===== src/rtl/im_port_arbiter_pkg.sv =====
// Shared types and defaults for the instruction-memory port arbiter.
package im_port_arbiter_pkg;

  localparam logic [31:0] BASE_ADDR_DEF = 32'h0000_3000;
  localparam int unsigned ADDR_W_DEF    = 13;

  typedef enum logic {
    BOOT,
    RUN
  } state_e;

  typedef enum logic {
    FETCH,
    LOADER
  } req_tag_e;

endpackage


===== src/rtl/im_port_arbiter_if.sv =====
// Fetch, loader and RAM signals of the instruction-memory arbiter; slave = arbiter side.
interface im_port_arbiter_if
  import im_port_arbiter_pkg::*;
#(
  parameter int unsigned ADDR_W = ADDR_W_DEF
) ();

  logic              f_req;
  logic [31:0]       f_pc;
  logic              f_gnt;
  logic              f_rvalid;
  logic [31:0]       f_rdata;
  logic              f_err;

  logic              l_req;
  logic              l_we;
  logic [31:0]       l_addr;
  logic [31:0]       l_wdata;
  logic              l_done;
  logic              l_gnt;
  logic              l_rvalid;
  logic [31:0]       l_rdata;
  logic              l_err;

  logic              booting;
  logic [ADDR_W:0]   words_loaded;

  logic              ram_we;
  logic [ADDR_W-1:0] ram_addr;
  logic [31:0]       ram_din;
  logic [31:0]       ram_dout;

  modport master (
    output f_req, f_pc, l_req, l_we, l_addr, l_wdata, l_done, ram_dout,
    input  f_gnt, f_rvalid, f_rdata, f_err, l_gnt, l_rvalid, l_rdata, l_err,
    input  booting, words_loaded, ram_we, ram_addr, ram_din
  );

  modport slave (
    input  f_req, f_pc, l_req, l_we, l_addr, l_wdata, l_done, ram_dout,
    output f_gnt, f_rvalid, f_rdata, f_err, l_gnt, l_rvalid, l_rdata, l_err,
    output booting, words_loaded, ram_we, ram_addr, ram_din
  );

endinterface


===== src/rtl/im_addr_xlate.sv =====
// Byte address to RAM word address. IM_RANGE_CHECK_EN adds alignment/range fault
// detection; without it the fault flag is 0 and the address wraps modulo depth.
module im_addr_xlate
  import im_port_arbiter_pkg::*;
#(
  parameter logic [31:0] BASE_ADDR = BASE_ADDR_DEF,
  parameter int unsigned ADDR_W    = ADDR_W_DEF
) (
  input  logic [31:0]       addr,
  output logic [ADDR_W-1:0] waddr,
  output logic              fault
);

  logic [31:0] off;

  assign off   = addr - BASE_ADDR;
  assign waddr = off[ADDR_W+1:2];

`ifdef IM_RANGE_CHECK_EN
  // Upper offset bits nonzero means off >= 4 * depth.
  assign fault = (off[1:0] != 2'b00) || (addr < BASE_ADDR) || (off[31:ADDR_W+2] != '0);
`else
  logic xlate_unused;
  assign xlate_unused = ^{off[31:ADDR_W+2], off[1:0]};
  assign fault        = 1'b0;
`endif

endmodule


===== src/rtl/im_port_arbiter.sv =====
// Shares the single-port instruction BRAM between fetch and loader: BOOT phase for
// loading, then round-robin arbitration. Address checking via IM_RANGE_CHECK_EN.
module im_port_arbiter
  import im_port_arbiter_pkg::*;
#(
  parameter logic [31:0] BASE_ADDR = BASE_ADDR_DEF,
  parameter int unsigned ADDR_W    = ADDR_W_DEF
) (
  input logic              clk,
  input logic              reset,
  im_port_arbiter_if.slave bus
);

  state_e            state_q, state_d;
  req_tag_e          last_q, last_d;
  logic              rd_pend_q;
  req_tag_e          rd_tag_q;
  logic              rd_err_q;
  logic [ADDR_W:0]   words_q;
  logic [ADDR_W-1:0] ram_addr_q, ram_addr;

  logic              f_gnt, l_gnt;
  logic              f_fault, l_fault;
  logic [ADDR_W-1:0] f_waddr, l_waddr;
  logic              wr_ok, rv, f_rv, l_rv;

  im_addr_xlate #(.BASE_ADDR(BASE_ADDR), .ADDR_W(ADDR_W)) u_f_xlate (
    .addr  (bus.f_pc),
    .waddr (f_waddr),
    .fault (f_fault)
  );

  im_addr_xlate #(.BASE_ADDR(BASE_ADDR), .ADDR_W(ADDR_W)) u_l_xlate (
    .addr  (bus.l_addr),
    .waddr (l_waddr),
    .fault (l_fault)
  );

  // Grants are forced low while reset is asserted so outputs show reset values at once.
  always_comb begin
    state_d = state_q;
    last_d  = last_q;
    f_gnt   = 1'b0;
    l_gnt   = 1'b0;
    if (!reset) begin
      unique case (state_q)
        BOOT: begin
          l_gnt = bus.l_req;
          if (bus.l_done) state_d = RUN;
        end
        RUN: begin
          if (bus.f_req && bus.l_req) begin
            if (last_q == FETCH) begin
              l_gnt  = 1'b1;
              last_d = LOADER;
            end else begin
              f_gnt  = 1'b1;
              last_d = FETCH;
            end
          end else begin
            f_gnt = bus.f_req;
            l_gnt = bus.l_req;
          end
        end
        default: state_d = BOOT;
      endcase
    end
  end

  always_comb begin
    ram_addr = ram_addr_q;
    if (f_gnt && !f_fault)      ram_addr = f_waddr;
    else if (l_gnt && !l_fault) ram_addr = l_waddr;
  end

  assign wr_ok = l_gnt && bus.l_we && !l_fault;

  // A read issued just before reset must not surface while reset is held.
  assign rv   = rd_pend_q && !reset;
  assign f_rv = rv && (rd_tag_q == FETCH);
  assign l_rv = rv && (rd_tag_q == LOADER);

  assign bus.f_gnt        = f_gnt;
  assign bus.l_gnt        = l_gnt;
  assign bus.f_rvalid     = f_rv;
  assign bus.l_rvalid     = l_rv;
  assign bus.f_rdata      = (f_rv && !rd_err_q) ? bus.ram_dout : '0;
  assign bus.l_rdata      = (l_rv && !rd_err_q) ? bus.ram_dout : '0;
  assign bus.f_err        = f_rv && rd_err_q;
  assign bus.l_err        = (l_gnt && bus.l_we && l_fault) || (l_rv && rd_err_q);
  assign bus.booting      = reset || (state_q == BOOT);
  assign bus.words_loaded = words_q;
  assign bus.ram_we       = wr_ok;
  assign bus.ram_addr     = ram_addr;
  assign bus.ram_din      = bus.l_wdata;

  always_ff @(posedge clk) begin
    if (reset) begin
      state_q    <= BOOT;
      last_q     <= FETCH;
      rd_pend_q  <= 1'b0;
      rd_tag_q   <= FETCH;
      rd_err_q   <= 1'b0;
      words_q    <= '0;
      ram_addr_q <= '0;
    end else begin
      state_q    <= state_d;
      last_q     <= last_d;
      rd_pend_q  <= f_gnt || (l_gnt && !bus.l_we);
      rd_tag_q   <= f_gnt ? FETCH : LOADER;
      rd_err_q   <= f_gnt ? f_fault : l_fault;
      ram_addr_q <= ram_addr;
      // Top bit set only at exactly 2^ADDR_W, which is the saturation point.
      if (wr_ok && !words_q[ADDR_W]) words_q <= words_q + 1'b1;
    end
  end

endmodule

===== src/flat_wrapper.sv =====
// flat-port wrapper written by rule: the top's interface ports become plain ports
module im_port_arbiter_flat import im_port_arbiter_pkg::*;
#(
  parameter logic [31:0] BASE_ADDR = BASE_ADDR_DEF,
  parameter int unsigned ADDR_W    = ADDR_W_DEF
)
  (clk, reset, bus_f_req, bus_f_pc, bus_l_req, bus_l_we, bus_l_addr, bus_l_wdata, bus_l_done, bus_ram_dout, bus_f_gnt, bus_f_rvalid, bus_f_rdata, bus_f_err, bus_l_gnt, bus_l_rvalid, bus_l_rdata, bus_l_err, bus_booting, bus_words_loaded, bus_ram_we, bus_ram_addr, bus_ram_din);
  im_port_arbiter_if #(.ADDR_W(ADDR_W)) bus_i ();
  input logic clk;
  input logic reset;
  input wire logic [$bits(bus_i.f_req)-1:0] bus_f_req;
  input wire logic [$bits(bus_i.f_pc)-1:0] bus_f_pc;
  input wire logic [$bits(bus_i.l_req)-1:0] bus_l_req;
  input wire logic [$bits(bus_i.l_we)-1:0] bus_l_we;
  input wire logic [$bits(bus_i.l_addr)-1:0] bus_l_addr;
  input wire logic [$bits(bus_i.l_wdata)-1:0] bus_l_wdata;
  input wire logic [$bits(bus_i.l_done)-1:0] bus_l_done;
  input wire logic [$bits(bus_i.ram_dout)-1:0] bus_ram_dout;
  output wire logic [$bits(bus_i.f_gnt)-1:0] bus_f_gnt;
  output wire logic [$bits(bus_i.f_rvalid)-1:0] bus_f_rvalid;
  output wire logic [$bits(bus_i.f_rdata)-1:0] bus_f_rdata;
  output wire logic [$bits(bus_i.f_err)-1:0] bus_f_err;
  output wire logic [$bits(bus_i.l_gnt)-1:0] bus_l_gnt;
  output wire logic [$bits(bus_i.l_rvalid)-1:0] bus_l_rvalid;
  output wire logic [$bits(bus_i.l_rdata)-1:0] bus_l_rdata;
  output wire logic [$bits(bus_i.l_err)-1:0] bus_l_err;
  output wire logic [$bits(bus_i.booting)-1:0] bus_booting;
  output wire logic [$bits(bus_i.words_loaded)-1:0] bus_words_loaded;
  output wire logic [$bits(bus_i.ram_we)-1:0] bus_ram_we;
  output wire logic [$bits(bus_i.ram_addr)-1:0] bus_ram_addr;
  output wire logic [$bits(bus_i.ram_din)-1:0] bus_ram_din;
  assign bus_i.f_req = bus_f_req;
  assign bus_i.f_pc = bus_f_pc;
  assign bus_i.l_req = bus_l_req;
  assign bus_i.l_we = bus_l_we;
  assign bus_i.l_addr = bus_l_addr;
  assign bus_i.l_wdata = bus_l_wdata;
  assign bus_i.l_done = bus_l_done;
  assign bus_i.ram_dout = bus_ram_dout;
  assign bus_f_gnt = bus_i.f_gnt;
  assign bus_f_rvalid = bus_i.f_rvalid;
  assign bus_f_rdata = bus_i.f_rdata;
  assign bus_f_err = bus_i.f_err;
  assign bus_l_gnt = bus_i.l_gnt;
  assign bus_l_rvalid = bus_i.l_rvalid;
  assign bus_l_rdata = bus_i.l_rdata;
  assign bus_l_err = bus_i.l_err;
  assign bus_booting = bus_i.booting;
  assign bus_words_loaded = bus_i.words_loaded;
  assign bus_ram_we = bus_i.ram_we;
  assign bus_ram_addr = bus_i.ram_addr;
  assign bus_ram_din = bus_i.ram_din;
  im_port_arbiter #(.BASE_ADDR(BASE_ADDR), .ADDR_W(ADDR_W)) u_core (.clk(clk), .reset(reset), .bus(bus_i));
endmodule

===== config.mk =====
export PLATFORM = sky130hd
export DESIGN_NAME = im_port_arbiter_flat
export DESIGN_NICKNAME = d
export VERILOG_FILES = /design/src/rtl/im_port_arbiter_pkg.sv /design/src/rtl/im_port_arbiter_if.sv /design/src/rtl/im_addr_xlate.sv /design/src/rtl/im_port_arbiter.sv /design/src/flat_wrapper.sv
export SDC_FILE = /design/constraint.sdc
export NUM_CORES = 1
export LEC_CHECK = 0
export BUFFER_PORTS_ARGS = -buffer_cell sky130_fd_sc_hd__buf_2
export CAP_MARGIN = 40
export CORE_AREA = 2 2 102 104
export CTS_CLUSTER_SIZE = 14
export DETAILED_ROUTE_END_ITERATION = 16
export DIE_AREA = 0 0 104 106
export PLACE_DENSITY = 0.68
export SYNTH_ARGS = -nofsm -noshare
export SYNTH_HDL_FRONTEND = slang
export SYNTH_SLANG_ARGS = --single-unit
export TNS_END_PERCENT = 100

===== constraint.sdc =====
create_clock -name clk -period 2.1 [get_ports clk]
set_input_delay 0.315 -clock clk [delete_from_list [all_inputs] [get_ports clk]]
set_output_delay 0.315 -clock clk [all_outputs]
set_load 0.05 [all_outputs]

After elaboration in Yosys (flattened, before gate mapping)

Cells that the tools add are included.

Flip-flop bits (word level): 31
Bits of input ports: 134
Output and inout port bits: 131
Word-level logic and storage cells: 39

Add/subtract/negate cells: 3
Mux-type cells: 15
Bitwise logic cells: 2
Reductions and logical operators: 13

Operators by type and width:

| kind                     | number |
|---|---|
| $mux W32                 | 2 |
| $sub A15 B14 Y15 const B | 2 |
| $mux W13                 | 2 |
| $add A14 B1 Y14 const B  | 1 |
| $mux W1                  | 10 |
| $logic_and A1 B1 Y1      | 7 |
| $logic_not A1 Y1         | 3 |
| $logic_or A1 B1 Y1       | 2 |
| $not A1 Y1               | 2 |
| $pmux W1 S2              | 1 |
| $reduce_and A2 Y1        | 1 |

Depth between registers and ports, before layout

Depth after elaboration: 6
Depth in mapped cells: 6
Depth with buffers taken out: 5

Modules after synthesis

From an unflattened synthesis, not the netlist that was laid out.

Cells, all modules: 309
Area total of the unflattened synthesis: 2449.8 um2

Modules (own cells, without submodules):

| module          | times used | cells an instance | area an instance (um2) | seq. area each (um2) |
|---|---|---|---|---|
| im_port_arbiter | 1          | 279               | 2227.1                 | 640.6 |
| im_addr_xlate   | 2          | 15                | 111.4                  | 0.0 |

Worst setup path after synthesis

No wires, ideal clock.

Kind: input to output
Start point: input reset
End point: output bus_f_rdata[22]
Data arrival time: 1957 ps
Required time: 1785 ps
Slack: -172 ps
Cell stages on the path: 4
Path through: buf_4 -> nor3b_1 -> clkbuf_1 -> and2_1

Longest elaborated chain between the ends: 4

RTL lines:

| what                | line                  | source |
|---|---|---|
| start: declaration  | flat_wrapper.sv:10    | `input logic reset;` |
| $logic_not A1 Y1    | im_port_arbiter.sv:79 | `assign rv = rd_pend_q && !reset;` |
| $logic_and A1 B1 Y1 | im_port_arbiter.sv:79 |  |
| $logic_and A1 B1 Y1 | im_port_arbiter.sv:80 | `assign f_rv = rv && (rd_tag_q == FETCH);` |
| net bus_f_rvalid    | flat_wrapper.sv:20    | `output wire logic [$bits(bus_i.f_rvalid)-1:0] bus_f_rvalid;` |
| $mux W32            | im_port_arbiter.sv:87 | `assign bus.f_rdata = (f_rv && !rd_err_q) ? bus.ram_dout : '0;` |
| end: declaration    | flat_wrapper.sv:21    | `output wire logic [$bits(bus_i.f_rdata)-1:0] bus_f_rdata;` |

The timed path passes the listed nets, and every way through them passes these cells.

Worst setup path in the final report

Start point: register u_core.last_q
End point: output bus_ram_addr[2]

Longest elaborated chain between the ends: 6
Elaborated cells on any way between the ends: 10
Those cells by class: 10 x mux

RTL lines:

| what                     | line                   | source |
|---|---|---|
| start: declaration       | im_port_arbiter.sv:15  | `req_tag_e last_q, last_d;` |
| start signal: assignment | im_port_arbiter.sv:108 | `last_q <= last_d;` |
| $mux W1                  | im_port_arbiter.sv:53  | `if (last_q == FETCH) begin` |
| $mux W1                  | im_port_arbiter.sv:52  | `if (bus.f_req && bus.l_req) begin` |
| $pmux W1 S2              | im_port_arbiter.sv:46  | `unique case (state_q)` |
| $mux W1                  | im_port_arbiter.sv:45  | `if (!reset) begin` |
| $mux W13                 | im_port_arbiter.sv:73  | `else if (l_gnt && !l_fault) ram_addr = l_waddr;` |
| $mux W13 (*)             | im_port_arbiter.sv:72  | `if (f_gnt && !f_fault) ram_addr = f_waddr;` |
| end: declaration         | flat_wrapper.sv:30     | `output wire logic [$bits(bus_i.ram_addr)-1:0] bus_ram_addr;` |

Every way passes the cells marked *; elsewhere a longest branch is shown, timed or not.

==> metrics.cfg <==
[drt]
drt_iter0_drc = 89
wl_per_cell_um = 14.2
drt-total-wl_mm = 7.73
drc_errors = 0
via_per_inst = 4.42
dr_total_vias = 2416
final_antenna_net_count = 0
firstDrtPassIters = 4

[global_route]
grt_overflow = 0
first_global_vias = 2237
grt_pass1_wl_mm = 11.0
grt_max_degree = 37
antenna_found_initial = 1
grt_use_total = 0.124

[min_path]
hp-class = in -> reg

[cts]
clk_path_buf_depth = 2
cts_root_buf = clkbuf_8
holdBufCountCts = 0
htreeDepth = 2
clock_sinks = 31
cts_buffers = 5
clk_pin_slew_ps = 60
insertion_delay_ps = 280
tritoncts = yes

[power_and_ir_drop]
ir_drop_mv = 0.565
totalPowerFinal_uw = 1550
power.density_nw_per_um2 = 473
power_leakage_uw = 0.00174

[sta]
hold_viol_final = 0
final.period_utilization = 0.977
slew_viol_final = 0
setup_total_negative_slack_ps = 0
timing.fmax_ghz = 0.487
layout_min_cycle_time_ps = 2050
hold_slack_ps = 246
setup_violations = 0
skew_ps = 4.50

[outcome]
status = complete, no violations

[placed_design]
port-buffer-count = 160
dp_hpwl_mm = 6.26
routabilityCongestion = 0.774

[setup_path]
criticalPathCategory = reg -> out
cp-start-kind = flop
cp_max_fo = 18
endpoint_kind = primary output
crit_arrival_ps = 1740
required_ps = 1780

[synthesis]
yosys.area_share.simple = 0.335
synth_fa_ha_area_frac = 0.0162
synthFlopType = dfxtp_1
synth_xor_area_frac = 0.0302
ys_seq_area_frac = 0.267
yosys_warnings = 0
synth_compound_area_frac = 0.128
synthMuxAreaShare = 0.0603
synth_edf_count = 0
avgSynthCellArea_um2 = 8.30
synth.distinct_cells = 42
syn-cell-area_um2 = 2320
synth-seq-cells = 31
synth-async-reset-ratio = 0
synth_top_family_by_area = simple AND/OR/NAND/NOR gates
syn-instance-count = 280

[run]
cap_violations = 0

[finish]
area_growth_pct = 41.2
final_core_util = 0.328
layout.nets = 546
diodes = 0
drive_gt1_frac = 0.522

[die]
boundaryPins = 265
die_y_um = 106
start_util = 0.232
fp-row-count = 37
core_area_um2 = 10000
die-area_um2 = 11000
fp.dieW_um = 104

cell type report:
class / count / area [µm²]
fill: 1079 / 6720
multi-input combinational: 197 / 1390
timing repair buffer: 171 / 988
sequential: 31 / 626
tap: 136 / 170
clock buffer: 7 / 76.3
inverter: 3 / 23.8
clock inverter: 1 / 5.00
Yosys cell counts, types with 2 or more instances:
library cell / count / area share
mux2i_1: 14 / 0.060
dfxtp_1: 31 / 0.27
o21ai_0: 5 / 0.011
clkbuf_1: 7 / 0.011
xor2_1: 6 / 0.023
buf_4: 37 / 0.12
xnor2_1: 2 / 0.0075
ha_1: 3 / 0.016
buf_6: 3 / 0.015
nor2b_1: 2 / 0.0054
and3_1: 4 / 0.011
nand4_1: 4 / 0.011
nand3_2: 2 / 0.0086
buf_2: 2 / 0.0043
inv_1: 2 / 0.0032
and2_1: 64 / 0.17
nand2_1: 8 / 0.013
nor3_1: 2 / 0.0043
nand3_1: 6 / 0.013
or3_1: 4 / 0.011
nor2_1: 21 / 0.034
a21oi_1: 17 / 0.037
nand2b_1: 4 / 0.011
a211oi_2: 12 / 0.065
flip-flops by register name (all words and copies together) (netlist names):
name,cells
u_core.bus.words_loaded,14
u_core.ram_addr_q,13
u_core.last_q,1
u_core.rd_pend_q,1
u_core.rd_tag_q,1
u_core.state_q,1
per-layer routing:
metal,up-vias,share of wire,track usage
met3,25,0.071,0.0294
met2,115,0.51,0.234
met4,0,0.024,0.0415
li1,1164,-,-
met1,1112,0.39,0.135
met5,-,0,0
kinds of logic (layout without fill, tap and decap cells):
family	Yosys count	after routing
XOR/XNOR	8	8
AND/OR/NAND/NOR	132	132
AO/OA/AOI/OAI	38	38
buffers and inverters	53	182
other	1	2
flip-flops	31	31
adder cells (fa/ha/maj)	3	3
multiplexers	14	14
worst max-delay path, stage by stage (launching register included):
cell and delay, ps:
dfxtp_2 360, nor2b_1 70, or3_4 420, clkbuf_16 210, a21oi_1 150, clkbuf_4 250
repair_timing:
action	CTS	global route
pin swaps	0	1
setup buffers	0	0
gates resized for setup	10	22
setup endpoints to repair	13	13
cloned	0	2
metrics by stage:
stage / worst slack [ps] / instance area [µm²] / instances
2_1_floorplan: -145 / 2340 / 281
3_3_place_gp: 149 / 3070 / 536
3_5_place_dp: 124 / 3070 / 536
4_1_cts: -1.35 / 3170 / 544
5_1_grt: -40.5 / 3280 / 546
6_report: 47.7 / 3280 / 546
report_power, final:
part           internal [µW]  total [µW]  leakage, µW  switching (µW)
Clock                    232         442    0.0000422             210
Combinational            169         489      0.00144             320
Sequential               611         622     0.000254            11.4
placed cells by master, fill, tap and decap left out, drive strengths merged, types with 2 or more instances in the layout:
master,count
buf,167
nand2b,4
clkinv,2
conb,2
ha,3
inv,2
nor3,2
o21ai,5
nand3,8
dfxtp,31
mux2i,14
and3,4
or3,4
clkbuf,11
nand4,4
xor2,6
and2,64
nor2b,3
nand2,9
a21oi,17
nor2,21
a211oi,13
xnor2,2
final timing paths:
check / start / to / slack (ps) / cells after the start
worst max-delay path: u_core.last_q / bus_ram_addr[2] / 50 / 5
worst max register to register: u_core.bus.words_loaded[0] / u_core.bus.words_loaded[10] / 450 / 5
worst min register to register: u_core.bus.words_loaded[12] / u_core.bus.words_loaded[12] / 500 / 1
worst min-delay path: bus_l_done / u_core.state_q / 250 / 3
(Power assumes the default switching activity.)
